### src/rtl/lcd_msg_pkg.sv
// Shared message codes and scheduler state encoding for the LCD message scheduler.
package lcd_msg_pkg;

  localparam logic [2:0] MSG_OK_OK    = 3'd0;
  localparam logic [2:0] MSG_LUZ_LOW  = 3'd1;
  localparam logic [2:0] MSG_HUM_LOW  = 3'd2;
  localparam logic [2:0] MSG_BOTH_LOW = 3'd3;
  localparam logic [2:0] MSG_WARN     = 3'd4;

  typedef enum logic [1:0] {
    ST_INIT = 2'd0,
    ST_SHOW = 2'd1,
    ST_PEND = 2'd2,
    ST_HOLD = 2'd3
  } sched_state_t;

  // Status code from the two sensor flags: 0 both OK, 1 light low, 2 humidity low, 3 both.
  function automatic logic [2:0] status_code(input logic hum, input logic luz);
    return {1'b0, hum, luz};
  endfunction

endpackage

### src/rtl/lcd_sched_debounce.sv
// Two-flop synchronizer followed by a tick-based debouncer for one sensor flag.
module lcd_sched_debounce #(
  parameter int DEB_MS = 20
) (
  input  logic clk,
  input  logic rst_n,
  input  logic tick,
  input  logic din,
  output logic dout
);

  localparam int CW = (DEB_MS > 1) ? $clog2(DEB_MS) : 1;

  logic          sync_p0;
  logic          sync_p1;
  logic [CW-1:0] stab_cnt;

  always_ff @(posedge clk or negedge rst_n) begin
    if (!rst_n) begin
      sync_p0 <= 1'b0;
      sync_p1 <= 1'b0;
    end else begin
      sync_p0 <= din;
      sync_p1 <= sync_p0;
    end
  end

  // Any cycle agreeing with the output restarts the count, so only an unbroken run flips it.
  always_ff @(posedge clk or negedge rst_n) begin
    if (!rst_n) begin
      stab_cnt <= '0;
      dout     <= 1'b0;
    end else if (sync_p1 == dout) begin
      stab_cnt <= '0;
    end else if (tick) begin
      if (stab_cnt == CW'(DEB_MS - 1)) begin
        dout     <= sync_p1;
        stab_cnt <= '0;
      end else begin
        stab_cnt <= stab_cnt + 1'b1;
      end
    end
  end

endmodule

### src/rtl/lcd_msg_sched.sv
// LCD message scheduler: debounces sensor/alarm flags and commits message changes on frame
// boundaries with a minimum hold time. Define LCD_SCHED_BLINK_EN to blink warning vs status.
module lcd_msg_sched
  import lcd_msg_pkg::*;
#(
  parameter int CLK_HZ   = 50_000_000,
  parameter int DEB_MS   = 20,
  parameter int HOLD_MS  = 500,
  parameter int BLINK_MS = 1000
) (
  input  logic       iCLK,
  input  logic       iRST_N,
  input  logic       iHUM_LOW,
  input  logic       iLUZ_LOW,
  input  logic       iALARM,
  input  logic       iFRAME_DONE,
  output logic [2:0] oMSG,
  output logic       oUPD,
  output logic       oWARN
);

  localparam int TICK_DIV = CLK_HZ / 1000;
  localparam int PW       = (TICK_DIV > 1) ? $clog2(TICK_DIV) : 1;
  localparam int HW       = (HOLD_MS > 1) ? $clog2(HOLD_MS) : 1;

  logic [PW-1:0] pre_cnt;
  logic          tick;
  logic          hum_db;
  logic          luz_db;
  logic          alarm_db;
  logic          blink_ph;
  logic [2:0]    target;
  logic [HW-1:0] hold_cnt;
  logic          hold_ok;
  logic          commit;
  sched_state_t  state;
  sched_state_t  state_d;

  always_ff @(posedge iCLK or negedge iRST_N) begin
    if (!iRST_N)   pre_cnt <= '0;
    else if (tick) pre_cnt <= '0;
    else           pre_cnt <= pre_cnt + 1'b1;
  end

  assign tick = (pre_cnt == PW'(TICK_DIV - 1));

  lcd_sched_debounce #(.DEB_MS(DEB_MS)) u_deb_hum (
    .clk(iCLK), .rst_n(iRST_N), .tick(tick), .din(iHUM_LOW), .dout(hum_db)
  );

  lcd_sched_debounce #(.DEB_MS(DEB_MS)) u_deb_luz (
    .clk(iCLK), .rst_n(iRST_N), .tick(tick), .din(iLUZ_LOW), .dout(luz_db)
  );

  lcd_sched_debounce #(.DEB_MS(DEB_MS)) u_deb_alarm (
    .clk(iCLK), .rst_n(iRST_N), .tick(tick), .din(iALARM), .dout(alarm_db)
  );

  assign oWARN = alarm_db;

`ifdef LCD_SCHED_BLINK_EN
  localparam int BW = (BLINK_MS > 1) ? $clog2(BLINK_MS) : 1;

  logic [BW-1:0] blink_cnt;

  // Phase restarts at 1 whenever the alarm is idle, so each alarm opens on the warning code.
  always_ff @(posedge iCLK or negedge iRST_N) begin
    if (!iRST_N) begin
      blink_cnt <= '0;
      blink_ph  <= 1'b1;
    end else if (!alarm_db) begin
      blink_cnt <= '0;
      blink_ph  <= 1'b1;
    end else if (tick) begin
      if (blink_cnt == BW'(BLINK_MS - 1)) begin
        blink_cnt <= '0;
        blink_ph  <= ~blink_ph;
      end else begin
        blink_cnt <= blink_cnt + 1'b1;
      end
    end
  end
`else
  logic unused_blink_cfg;

  assign blink_ph         = 1'b1;
  assign unused_blink_cfg = (BLINK_MS > 0);
`endif

  assign target = (alarm_db && blink_ph) ? MSG_WARN : status_code(hum_db, luz_db);

  // Hold timer runs independently of state; hold_ok gates every non-warning commit.
  always_ff @(posedge iCLK or negedge iRST_N) begin
    if (!iRST_N) begin
      hold_cnt <= '0;
      hold_ok  <= 1'b1;
    end else if (commit) begin
      hold_cnt <= '0;
      hold_ok  <= 1'b0;
    end else if (tick && !hold_ok) begin
      if (hold_cnt == HW'(HOLD_MS - 1)) begin
        hold_cnt <= '0;
        hold_ok  <= 1'b1;
      end else begin
        hold_cnt <= hold_cnt + 1'b1;
      end
    end
  end

  always_comb begin
    state_d = state;
    commit  = 1'b0;
    case (state)
      ST_INIT: begin
        if (iFRAME_DONE) state_d = ST_SHOW;
      end
      ST_SHOW: begin
        if (target != oMSG) state_d = ST_PEND;
      end
      ST_PEND: begin
        if (iFRAME_DONE) begin
          if (target == oMSG) begin
            state_d = hold_ok ? ST_SHOW : ST_HOLD;
          end else if (hold_ok || (target == MSG_WARN)) begin
            commit  = 1'b1;
            state_d = ST_HOLD;
          end else begin
            // Preempted toward warning but the warning vanished: finish the hold first.
            state_d = ST_HOLD;
          end
        end
      end
      ST_HOLD: begin
        if ((target == MSG_WARN) && (oMSG != MSG_WARN)) state_d = ST_PEND;
        else if (hold_ok)                               state_d = ST_SHOW;
      end
      default: state_d = ST_INIT;
    endcase
  end

  always_ff @(posedge iCLK or negedge iRST_N) begin
    if (!iRST_N) begin
      state <= ST_INIT;
      oMSG  <= MSG_OK_OK;
      oUPD  <= 1'b0;
    end else begin
      state <= state_d;
      oUPD  <= commit;
      if (commit) oMSG <= target;
    end
  end

endmodule

### config.mk
export PLATFORM = sky130hd
export DESIGN_NAME = lcd_msg_sched
export DESIGN_NICKNAME = d
export VERILOG_FILES = /design/src/rtl/lcd_msg_pkg.sv /design/src/rtl/lcd_sched_debounce.sv /design/src/rtl/lcd_msg_sched.sv
export SDC_FILE = /design/constraint.sdc
export NUM_CORES = 1
export LEC_CHECK = 0
export CORE_UTILIZATION = 54
export DETAILED_ROUTE_END_ITERATION = 8
export GPL_ROUTABILITY_DRIVEN = 0
export HOLD_SLACK_MARGIN = 0.05
export PLACE_DENSITY = 0.73
export SYNTH_ARGS = -nofsm -noshare
export SYNTH_HDL_FRONTEND = slang
export SYNTH_SLANG_ARGS = --single-unit
### constraint.sdc
create_clock -name iCLK -period 2 [get_ports iCLK]
set_clock_uncertainty 0.15 [all_clocks]
set_input_delay 0.3 -clock iCLK [delete_from_list [all_inputs] [get_ports iCLK]]
set_output_delay 0.3 -clock iCLK [all_outputs]
set_load 0.01 [all_outputs]
# --- Yosys cells after proc, flatten, opt, wreduce, memory -nomap -nowiden ---
# Cells that the tools add are included.
classes:
  addsub: 5
  mul: 0
  n_div: 0
  n_lt_le_gt_ge: 0
  n_eq_ne: 19
  shift: 0
  n_mux: 29
  n_bitwise: 3
  reduce_logical: 15
op_table:
  columns: ["cell", "n"]
  rows:
  - ["$mux W5", 9]
  - ["$mux W9", 3]
  - ["$add A16 B1 Y16 const B", 1]
  - ["$eq A16 B16 Y1 const B", 1]
  - ["$mux W16", 1]
  - ["$add A5 B1 Y5 const B", 3]
  - ["$eq A5 B5 Y1 const B", 3]
  - ["$mux W2", 7]
  - ["$reduce_bool A2 Y1", 5]
  - ["$add A9 B1 Y9 const B", 1]
  - ["$eq A9 B9 Y1 const B", 1]
  - ["$reduce_and A3 Y1", 3]
  - ["$pmux W2 S4", 1]
  - ["$mux W1", 7]
  - ["$ne A2 B2 Y1 const B", 3]
  - ["$ne A3 B3 Y1 const B", 2]
  - ["$eq A2 B2 Y1 const B", 2]
  - ["$reduce_and A4 Y1", 1]
  - ["$eq A1 B1 Y1", 3]
  - ["$eq A3 B3 Y1", 1]
  - ["$eq A3 B3 Y1 const B", 1]
  - ["$mux W3", 1]
  - ["$ne A3 B3 Y1", 1]
  - ["$not A1 Y1", 3]
  - ["other kinds (6)", 7]
word_totals:
  reg_bits: 56
  latchBits: 0
  ram_bits: 0
  rom_bits: 0
  input_bits: 6
  output_inout_bits: 5
  wordCells: 89
  memories: 0

# --- Longest topological paths before layout ---
# Gate-level depths: netlist of the first run.
logic_depth:
  ltp_word: 9
  mapped_depth: 7
  mapped_depth_nobuf: 6

# --- Hierarchy ---
# From an unflattened synthesis of the first run, not the netlist that was laid out.
hier_totals:
  cells_unflattened: 255
  hier_area_um2: 2707.6
by_module_without_submodules:
  columns: ["mod", "instances", "cells_per_inst", "area_each_um2", "seq_area_each_um2"]
  rows:
  - ["lcd_msg_sched", 1, 162, 1604.0, 802.0]
  - ["lcd_sched_debounce", 3, 31, 367.9, 200.2]

# --- Worst setup path before layout of the first run ---
# OpenSTA, ideal clock, no wires.
synth_path:
  path_kind: "register -> register"
  startpoint: "register pre_cnt[0]"
  endpoint: "register hold_cnt[7]"
  setup_time_ns: 0.073
  arrival_ns: 1.735
  t_required_ns: 1.777
  setup_slack_ns: 0.042
  path_stages_with_launch: 7
  path_buffers: 0
  synth_period_minus_slack_ns: 1.958
  path_cell_list: "dfrtp_1 ha_1 and3_1 and4_4 nand2b_4 or4_4 a21oi_2"
synth_between:
  elab_chain_len: 3
synth_rtl:
  columns: ["element", "line", "text"]
  rows:
  - ["start, declared", "lcd_msg_sched.sv:26", "logic [PW-1:0] pre_cnt;"]
  - ["start signal, assigned", "lcd_msg_sched.sv:42", "else pre_cnt <= pre_cnt + 1'b1;"]
  - ["$eq A16 B16 Y1", "lcd_msg_sched.sv:45", "assign tick = (pre_cnt == PW'(TICK_DIV - 1));"]
  - ["$logic_and A1 B1 Y1", "lcd_msg_sched.sv:100", "end else if (tick && !hold_ok) begin"]
  - ["$reduce_bool A2 Y1 (no source line)", null, null]
  - ["end signal, assigned", "lcd_msg_sched.sv:105", "hold_cnt <= hold_cnt + 1'b1;"]
  - ["end, declared", "lcd_msg_sched.sv:33", "logic [HW-1:0] hold_cnt;"]
# No other way between the ends.
# A chain may end at the register's enable or synchronous reset.

# --- Final worst setup path of the first run ---
layout_path:
  startpoint: "register pre_cnt[5]"
  endpoint: "register hold_cnt[6]"
# The elaborated chain is that of the path after synthesis.

==> results of run 1 <==
## power by group
| part | switching [uW] | internal (uW) |
|---|---|---|
| Clock | 343 | 247 |
| Combinational | 37.6 | 30.0 |
| Sequential | 13.0 | 1150 |
| Total | 394 | 1420 |
## placed cells by master, fill, tap and decap left out, types with 9 or more instances in the layout
cell type and n:
nand2_1 26, a21oi_1 16, nand3_1 9, xnor2_1 10, nand3b_1 9, clkdlybuf4s50_1 9
nor2_1 27, xor2_1 11, o21ai_0 11, buf_4 32, dfrtp_1 55
## layer usage
layer,global-route usage (%),up-vias,wire (um)
met4,6.97,0,68
li1,-,1035,-
met1,29.3,1028,2610
met5,0,-,0
met3,4.83,7,127
met2,33.6,28,2620
## synthesized netlist by cell type (all sizes together), types with 2 or more instances
library cell | n | area (um^2)
and4b | 2 | 20.0
inv | 4 | 15.0
a31oi | 5 | 31.3
or3 | 7 | 43.8
nor4 | 2 | 18.8
a21oi | 21 | 109
dfrtp | 55 | 1380
and3 | 5 | 31.3
nor2 | 27 | 101
buf | 3 | 21.3
ha | 5 | 62.6
mux2i | 3 | 30.0
nand4 | 6 | 37.5
nand3 | 9 | 45.0
nor2b | 7 | 43.8
xnor2 | 10 | 87.6
nand2 | 30 | 115
nor4b | 2 | 47.6
and4 | 2 | 20.0
xor2 | 11 | 96.3
o21ai | 12 | 60.1
nand2b | 2 | 20.0
nor3 | 10 | 50.1
or4 | 3 | 26.3
mux2 | 4 | 45.0
nor3b | 2 | 20.0
clkbuf | 3 | 11.3
nand3b | 9 | 67.6
## state kept, by name, indices dropped and copies added, names as in the netlist
name,count
hold_cnt,9
hold_ok,1
oMSG,3
oUPD,1
pre_cnt,16
state,2
u_deb_alarm.dout,1
u_deb_alarm.stab_cnt,5
u_deb_alarm.sync_p0,1
u_deb_alarm.sync_p1,1
u_deb_hum.dout,1
u_deb_hum.stab_cnt,5
u_deb_hum.sync_p0,1
u_deb_hum.sync_p1,1
u_deb_luz.dout,1
u_deb_luz.stab_cnt,5
u_deb_luz.sync_p0,1
u_deb_luz.sync_p1,1
## how the worst min path moves through the flow
| stage | startpoint | end | cells after the start | slack (ns) |
|---|---|---|---|---|
| after global placement | iRST_N | u_deb_hum.stab_cnt[4] | 2 | 0.17 |
| after detailed placement | iRST_N | u_deb_hum.stab_cnt[3] | 2 | 0.17 |
| after CTS | u_deb_hum.sync_p0 | u_deb_hum.sync_p1 | 0 | 0.20 |
| after global routing | u_deb_luz.sync_p0 | u_deb_luz.sync_p1 | 0 | 0.22 |
| after floorplan | iRST_N | hold_cnt[0] | 0 | -0.15 |
| final | u_deb_hum.sync_p0 | u_deb_hum.sync_p1 | 0 | 0.20 |
## worst reg2reg max path: stages (launching register included)
cell and delay [ns]:
dfrtp_1 0.43, nor4b_4 0.34, buf_4 0.17, nand4_1 0.19, or4_4 0.57, a21oi_2 0.12
## area by class of cell
cell class,instances,share of cell area (%)
inverters,4,0.452
repair buffers,46,11.7
well taps,67,2.52
multi-input cells,202,40.7
clock inverters,1,0.151
clock buffers,7,2.30
flip-flops and latches,56,42.2
## stage by stage
step / worst slack [ns] / cell area (um^2) / hold slack [ns]
finish: -0.0289 / 3320 / 0.204
global route: -0.156 / 3320 / 0.219
CTS: -0.0167 / 3180 / 0.203
detailed placement: -0.0293 / 3080 / 0.172
global placement: 0.0243 / 3080 / 0.171
floorplan: 0.0422 / 2720 / -0.146
## timing repair
action | 4_1_cts | 5_1_grt
hold buffers | 1 | 0
gates cloned | 0 | 1
endpoints found under the hold margin | 55 | 0
endpoints found under the setup margin | 5 | 14
gates resized for setup | 0 | 20
setup buffers | 1 | 7
pin swaps | 4 | 15
## cell families (layout without fill, tap and decap cells)
family / count (synthesis) / in the layout / synth area share (%)
AND/OR/NAND/NOR: 126 / 127 / 26.3
AO/OA/AOI/OAI: 42 / 42 / 8.52
flip-flops: 56 / 56 / 51.6
XOR/XNOR: 21 / 21 / 6.77
multiplexers: 7 / 7 / 2.76
buffers and inverters: 10 / 58 / 1.75
adder cells (fa/ha/maj): 5 / 5 / 2.30
==> results.py, run 1 <==
metrics = {
    "logic_synthesis": {
        "ys_seq_area_share_pct": 51.6,
        "synth-edff-count": 0,
        "netlist_instances": 267,
        "synth_nets": 278,
        "synth_warnings": 0,
        "ys.flop_type": "dfrtp_1",
        "ys_async_sr_fraction_pct": 100,
        "synth_area_per_cell_um2": 10.2,
        "syn-cell-area_um2": 2720,
        "synth.distinct_cells": 43,
        "ys_ff_latch": 56,
    },
    "critical_path": {
        "path_max_fanout": 4,
        "endpoint_kind": "flip-flop",
        "slowest_stage": "or4_4",
        "crit_type": "reg -> reg",
        "cp-startpoint": "pre_cnt[5]",
        "cp_top_family": "simple AND/OR/NAND/NOR gates",
        "slowest_delay_ns": 0.57,
        "path_buf_inv": 1,
        "worstPathArrival_ns": 2.12,
        "reg2reg_to": "hold_cnt[6]",
        "rr_worst_depth": 5,
        "r2r_slack_ns": -0.03,
        "cp_cell_sequence": "nor4b_4, buf_4, nand4_1, or4_4, a21oi_2",
        "start_kind": "flip-flop",
        "required_ns": 2.09,
        "cp_num_cells": 5,
        "cp-endpoint": "hold_cnt[6]",
        "rr_startpoint": "pre_cnt[5]",
    },
    "floorplanning": {
        "start_util_pct": 56.8,
        "core_area_um2": 4790,
        "ioPinCount": 11,
        "dieArea_um2": 5320,
        "placementRows": 25,
        "dieHeight_um": 72.9,
        "die_w_um": 72.9,
    },
    "cells_and_area": {
        "regArea_um2": 1400,
        "n_antenna_cell": 0,
        "nets": 326,
        "drive_gt1_share_pct": 23.1,
        "multiInputGateArea_um2": 1350,
        "fin_util_pct": 69.5,
        "areaGrowthSynthToFinish_pct": 22.3,
        "layoutNonFillerInstCount": 383,
        "nFillCells": 382,
    },
    "global_routing": {
        "overflow": 0,
        "grt_pass1_wl_um": 8690,
        "grt_pass1_vias": 1932,
        "grt_max_degree": 57,
        "grt_use_total_pct": 21.3,
        "antenna_found_initial": 0,
    },
    "run": {
        "drv_cap": 0,
    },
    "timing": {
        "worst_pin_slew_ns": 0.518,
        "period_share_pct": 101,
        "hold_viol_final": 0,
        "final.setup.tns_ns": -0.0401,
        "setup_slack_ns": -0.0289,
        "fmax_mhz": 493,
        "rsz0062_at_grt": "true",
        "fin_crit_ns": 2.03,
        "drv_slew": 0,
        "maxSlewHeadroom_pct": 65.2,
        "setup_viol": 3,
    },
    "placed_design": {
        "port_buffers": 10,
        "dpl.hpwl_um": 3500,
        "placedCellCount": 365,
    },
    "drt": {
        "antenna_left": 0,
        "drt_iter0_drc": 105,
        "viasPerCell": 5.48,
        "drtPass1Iterations": 4,
        "vias": 2098,
        "drc": 0,
        "wl_per_cell_um": 14.2,
        "drt_wl_total_um": 5420,
    },
    "cts": {
        "cts-root-buf": "clkbuf_8",
        "numCtsBuffers": 5,
        "cts.sinks": 56,
        "cts_tree": "yes",
        "clk_pin_slew_ns": 0.09,
        "clockBufferDepth": 2,
        "clk_latency_ns": 0.30,
        "htreeDepth": 2,
    },
    "power": {
        "static-leakage-power_uw": 0.00150,
        "vdd_drop_max_mv": 0.311,
        "finalPower_uw": 1820,
        "p_per_area_nw_per_um2": 547,
    },
    "run_status": {
        "violations": "setup timing",
        "status": "complete, but fails checks",
    },
    "worst_hold_path": {
        "min_path_type": "reg -> reg",
    },
}
Note: power is estimated with default switching activity, not from simulation.
==> inputs of run 2 (changes only) <==
--- a/config.mk
+++ b/config.mk
@@ -8,6 +8,7 @@
 export CORE_UTILIZATION = 54
 export DETAILED_ROUTE_END_ITERATION = 8
 export GPL_ROUTABILITY_DRIVEN = 0
+export GPL_TIMING_DRIVEN = 1
 export HOLD_SLACK_MARGIN = 0.05
 export PLACE_DENSITY = 0.73
 export SYNTH_ARGS = -nofsm -noshare
==> results of run 2 <==
Final layout, timing and power as in run 1 (identical DEF).
